<file path="src/rtl/led_pattern_gen.sv">
// Multi-channel LED pattern generator: per-channel OFF/DIM/BLINK/BREATHE modes
// sharing one free-running PWM counter, reconfigured through a valid/ready port.
module led_pattern_gen #(
  parameter int  NUM_CH         = 3,
  parameter int  CNT_W          = 25,
  parameter int  PWM_W          = 8,
  parameter int  DEFAULT_PERIOD = 2**24,
  localparam int CH_W           = (NUM_CH > 1) ? $clog2(NUM_CH) : 1
) (
  input  logic              clk,
  input  logic              rst,
  input  logic              cfg_valid,
  output logic              cfg_ready,
  input  logic [CH_W-1:0]   cfg_ch,
  input  logic [1:0]        cfg_mode,
  input  logic [CNT_W-1:0]  cfg_period,
  input  logic [PWM_W-1:0]  cfg_duty,
  output logic              cfg_err,
  output logic [NUM_CH-1:0] led
);

  typedef enum logic [1:0] {
    MODE_OFF     = 2'b00,
    MODE_DIM     = 2'b01,
    MODE_BLINK   = 2'b10,
    MODE_BREATHE = 2'b11
  } mode_t;

  localparam logic [PWM_W-1:0] LEVEL_MAX  = {PWM_W{1'b1}};
  localparam logic [CNT_W-1:0] RST_PERIOD = CNT_W'(DEFAULT_PERIOD);

  mode_t             mode_q     [NUM_CH];
  mode_t             mode_d     [NUM_CH];
  logic [CNT_W-1:0]  period_q   [NUM_CH];
  logic [CNT_W-1:0]  period_d   [NUM_CH];
  logic [CNT_W-1:0]  cnt_q      [NUM_CH];
  logic [CNT_W-1:0]  cnt_d      [NUM_CH];
  logic [CNT_W-1:0]  last_cnt   [NUM_CH];
  logic [PWM_W-1:0]  duty_q     [NUM_CH];
  logic [PWM_W-1:0]  duty_d     [NUM_CH];
  logic [PWM_W-1:0]  level_q    [NUM_CH];
  logic [PWM_W-1:0]  level_d    [NUM_CH];
  logic              dir_down_q [NUM_CH];
  logic              dir_down_d [NUM_CH];
  logic              toggle_q   [NUM_CH];
  logic              toggle_d   [NUM_CH];
  logic              step       [NUM_CH];
  logic [NUM_CH-1:0] led_d;
  logic [PWM_W-1:0]  pwm_cnt;
  logic              accept;
  logic              ch_bad;

  // A config accept on a channel replaces that channel's whole state, so any
  // step event computed in the same cycle is simply overwritten.
  always_comb begin
    accept = cfg_valid & cfg_ready;
    ch_bad = ({1'b0, cfg_ch} >= (CH_W+1)'(NUM_CH));
    led_d  = '0;
    for (int i = 0; i < NUM_CH; i++) begin
      mode_d[i]     = mode_q[i];
      period_d[i]   = period_q[i];
      duty_d[i]     = duty_q[i];
      cnt_d[i]      = cnt_q[i];
      level_d[i]    = level_q[i];
      dir_down_d[i] = dir_down_q[i];
      toggle_d[i]   = toggle_q[i];
      last_cnt[i]   = (period_q[i] == '0) ? '0 : period_q[i] - CNT_W'(1);
      step[i]       = (mode_q[i] != MODE_OFF) && (cnt_q[i] == last_cnt[i]);

      case (mode_q[i])
        MODE_DIM:     led_d[i] = (pwm_cnt < duty_q[i]);
        MODE_BLINK:   led_d[i] = toggle_q[i];
        MODE_BREATHE: led_d[i] = (pwm_cnt < level_q[i]);
        default:      led_d[i] = 1'b0;
      endcase

      if (mode_q[i] == MODE_OFF || step[i])
        cnt_d[i] = '0;
      else
        cnt_d[i] = cnt_q[i] + CNT_W'(1);

      if (step[i] && mode_q[i] == MODE_BLINK)
        toggle_d[i] = ~toggle_q[i];

      // Direction flips in the same update that reaches an end of the ramp.
      if (step[i] && mode_q[i] == MODE_BREATHE) begin
        if (!dir_down_q[i]) begin
          if (level_q[i] != LEVEL_MAX) level_d[i] = level_q[i] + PWM_W'(1);
          if (level_q[i] >= LEVEL_MAX - PWM_W'(1)) dir_down_d[i] = 1'b1;
        end else begin
          if (level_q[i] != '0) level_d[i] = level_q[i] - PWM_W'(1);
          if (level_q[i] <= PWM_W'(1)) dir_down_d[i] = 1'b0;
        end
      end

      if (accept && !ch_bad && cfg_ch == CH_W'(i)) begin
        mode_d[i]     = mode_t'(cfg_mode);
        period_d[i]   = cfg_period;
        duty_d[i]     = cfg_duty;
        cnt_d[i]      = '0;
        level_d[i]    = '0;
        dir_down_d[i] = 1'b0;
        toggle_d[i]   = 1'b0;
      end
    end
  end

  always_ff @(posedge clk) begin
    if (rst) begin
      pwm_cnt   <= '0;
      cfg_ready <= 1'b0;
      cfg_err   <= 1'b0;
      led       <= '0;
      for (int i = 0; i < NUM_CH; i++) begin
        mode_q[i]     <= MODE_BLINK;
        period_q[i]   <= RST_PERIOD;
        duty_q[i]     <= LEVEL_MAX;
        cnt_q[i]      <= '0;
        level_q[i]    <= '0;
        dir_down_q[i] <= 1'b0;
        toggle_q[i]   <= 1'b0;
      end
    end else begin
      pwm_cnt   <= pwm_cnt + PWM_W'(1);
      cfg_ready <= 1'b1;
      cfg_err   <= accept & ch_bad;
      led       <= led_d;
      for (int i = 0; i < NUM_CH; i++) begin
        mode_q[i]     <= mode_d[i];
        period_q[i]   <= period_d[i];
        duty_q[i]     <= duty_d[i];
        cnt_q[i]      <= cnt_d[i];
        level_q[i]    <= level_d[i];
        dir_down_q[i] <= dir_down_d[i];
        toggle_q[i]   <= toggle_d[i];
      end
    end
  end

endmodule
</file>
<file path="config.mk">
export PLATFORM = sky130hd
export DESIGN_NAME = led_pattern_gen
export DESIGN_NICKNAME = d
export VERILOG_FILES = /design/src/rtl/led_pattern_gen.sv
export SDC_FILE = /design/constraint.sdc
export NUM_CORES = 1
export LEC_CHECK = 0
export ABC_AREA = 1
export CAP_MARGIN = 0
export CORE_MARGIN = 3
export CORE_UTILIZATION = 54
export DETAILED_ROUTE_END_ITERATION = 8
export DONT_BUFFER_PORTS = 1
export GPL_TIMING_DRIVEN = 0
export PLACE_DENSITY = 0.69
export SYNTH_ARGS = -nofsm -noshare
export SYNTH_HDL_FRONTEND = slang
export SYNTH_SLANG_ARGS = --single-unit
</file>
<file path="constraint.sdc">
create_clock -name clk -period 5.8 [get_ports clk]
set_clock_uncertainty 0.05 [all_clocks]
set_input_delay 0.58 -clock clk [delete_from_list [all_inputs] [get_ports clk]]
set_output_delay 0.58 -clock clk [all_outputs]
set_load 0.02 [all_outputs]
</file>
==> impl_metrics.yaml <==
clocking:
  hold_buffers: 0
  cts_buffers: 25
  insertion_delay_ns: 0.54
  post_cts_buffers: 0
  cts_sinks: 223
  ctsResizeCount: 0
  h-tree-depth: 1
  ctsRootBufferMaster: "clkbuf_16"
  clk_pin_slew_ns: 0.06
  cts_tree: "built"
  clk_path_buf_depth: 3
logic_synthesis:
  syn_inst: 2185
  seq_area_frac_synth: 0.3145
  synth-simple-area-share: 0.3725
  synth-xor-area-share: 0.02468
  synth-edff-count: 0
  synth-adder-area-share: 0.05642
  synth_top_family_by_area: "simple AND/OR/NAND/NOR gates"
  yosysTopAreaCellShare: 0.3145
  synth_ff_type: "dfxtp_1"
  synth_seq_cells: 223
  syn_area_per_cell_um2: 6.496
  synthTopCellsByArea: "dfxtp_1 (31%), nand2_1 (13%), inv_1 (7.7%)"
  yosys.area.top_type: "dfxtp_1"
  yosys-mux-area-fraction: 0
  synth.distinct_cells: 43
  netlist_area_um2: 14190
  ys_async_sr_fraction: 0
  synth_compound_gate_area_share: 0.1342
  ys_warn_count: 0
  syn-num-nets: 2289
worst_setup_path:
  path_buf_inv: 4
  cp_slowest_stage_delay_ns: 0.35
  r2r-end: "cnt_q[0][12]"
  cp-end-kind: "register"
  start_kind: "register"
  reg2regPathDepth: 16
  cp_max_fo: 10
  crit_type: "reg2reg"
  crit_arrival_ns: 3.75
  crit_chain: "inv_1 > ha_1 > nand2_2 > nor2_8 > nand2_4 > inv_2 > nand2_4 > buf_6 > nand3_2 > xor2_1 > nand4_1 > nor2_1 > nand2_1 > nand3_1 > buf_2 > nor3_1"
  cp_data_required_time_ns: 6.15
  crit_top_cell: "nand2_4"
  crit_family: "simple AND/OR/NAND/NOR gates"
  rrSetupSlack_ns: 2.40
  cp_slowest_cell: "nand3_1"
  r2r_start: "period_q[0][0]"
die:
  core_um2: 25470
  die_h_um: 168.1
  start_util: 0.5572
  num_rows: 58
  die_w_um: 168.1
  die_area_um2: 28270
  io_pins: 45
grt:
  globalRoute.totalOverflow: 0
  grt_antenna_before_repair: 0
  top_usage_layer: "met2"
  grt_pass1_wl_mm: 66.72
  use_met3: 0.04719
  first_global_vias: 13070
  grt_max_degree: 13
  grt_util_met1: 0.3900
  track_usage: 0.2860
  use_met2: 0.4626
sta:
  setup_viol: 0
  slew_headroom: 0.4264
  setup-tns-final_ns: 0
  whs_ns: 0.1148
  worst_slew_pin_slew_ns: 0.8538
  finalHoldViolCount: 0
  rsz0062_at_grt: "false"
  layout_min_cycle_time_ns: 3.396
  period_share: 0.5855
  slew_viol_final: 0
  fmax_mhz: 294.5
flow_run:
  maxCapViolations: 0
drt:
  ant_nets: 0
  drc: 0
  via_per_inst: 5.543
  num_vias: 14190
  initialDrtViolationCount: 1131
  firstDrtPassIters: 7
  wire_per_inst_um: 16.13
  routed_wl_mm: 41.29
layout:
  nNetsFinal: 2316
  syn_to_final_growth_pct: 8.612
  antenna_cells: 0
  drive_gt1_frac: 0.05247
worst_hold_path:
  min_from: "cfg_duty[0]"
  min_to: "duty_q[0][8]"
  min_path_type: "in2reg"
  hold_depth: 2
run_status:
  status: "finished, final reports clean"
power_and_ir_drop:
  cellLeakagePower_uw: 0.006767
  power_uw: 3862
  peakVddDrop_uv: 259.6
  cellPowerDensity_nw_per_um2: 250.5
placement:
  gp_congestion: 0.9578
  place.port_buffers: 0
  hpwl_mm: 32.25
==> how the worst max path moves through the flow <==
stage / start / cells past startpoint / slack (ns) / end
3_3_place_gp: period_q[0][0] / 17 / 2.53 / cnt_q[0][12]
2_1_floorplan: period_q[0][25] / 19 / 3.39 / cnt_q[0][44]
6_report: period_q[0][0] / 16 / 2.40 / cnt_q[0][12]
4_1_cts: period_q[0][0] / 17 / 2.45 / cnt_q[0][12]
5_1_grt: period_q[0][0] / 16 / 2.16 / cnt_q[0][2]
3_5_place_dp: period_q[0][0] / 17 / 2.47 / cnt_q[0][12]
==> final cells by class <==
class / count / area (um^2)
multi-input combinational: 1611 / 8343
inverter: 295 / 1107
sequential: 223 / 4464
buffer: 56 / 279.0
tap: 330 / 412.9
clock buffer: 37 / 740.7
fill: 2442 / 10060
clock inverter: 8 / 68.82
==> Yosys cell counts, types with 3 or more instances <==
master,instances
nand2_1,483
inv_1,290
nor2_1,261
dfxtp_1,223
nand3_1,173
a21oi_1,142
o21ai_0,134
nand4_1,94
ha_1,64
nor3_1,55
clkbuf_1,38
o211ai_1,38
xor2_1,37
nor3b_1,18
nor2_2,17
nor4_1,14
nor2_4,13
a31oi_1,7
buf_2,7
nand3_2,7
a211oi_1,6
a21boi_0,6
buf_6,6
nand2_2,6
inv_2,5
nand3b_1,5
buf_4,4
nand2_4,4
o21ai_1,4
a21o_1,3
o21bai_1,3
o22ai_1,3
or2_2,3
xnor2_1,3
==> cells by family after synthesis <==
logic type                 after synthesis
xor gates and xnor gates                40
DFF                                    223
and+or+nand+nor                       1159
AOI/OAI and AO/OA                      348
buffers and inverters                  351
adders and majority gates               64
==> routing by layer <==
layer,up-vias,share of wire
met3,102,0.061
li1,7288,-
met2,404,0.45
met5,-,0
met1,6395,0.46
met4,0,0.036
==> stage by stage <==
step | cells | utilization | instance area (um^2) | worst slack [ns]
after global routing | 2560 | 0.6052 | 15420 | 2.158
final | 2560 | 0.6052 | 15420 | 2.404
after global placement | 2515 | 0.5734 | 14610 | 2.527
after floorplan | 2185 | - | 14190 | 3.388
after detailed placement | 2515 | 0.5734 | 14610 | 2.467
after CTS | 2560 | 0.6052 | 15420 | 2.446
==> layout by cell type, fill, tap and decap left out, drive strengths merged <==
cell type,count
a211oi,6
a21boi,6
a21o,3
a21oi,142
a31oi,7
and3,1
and3b,1
buf,18
bufinv,1
clkbuf,75
clkinv,6
dfxtp,223
ha,64
inv,296
nand2,493
nand3,180
nand3b,5
nand4,95
nor2,292
nor3,55
nor3b,19
nor4,15
o211ai,39
o21a,1
o21ai,138
o21bai,3
o22ai,3
or2,3
xnor2,3
xor2,37
==> registers in the layout, indices dropped and copies added (netlist names) <==
register    flops
cnt_q          75
cfg_err         1
toggle_q        3
dir_down_q      3
mode_q          6
pwm_cnt         8
level_q        24
duty_q         24
cfg_ready       1
led             3
period_q       75
==> power breakdown <==
group	total [uW]	switching, uW	internal, uW
clock	1560	640	923
sequential	1610	39.4	1570
combinational	692	462	230
Note: power is estimated with default switching activity, not from simulation.
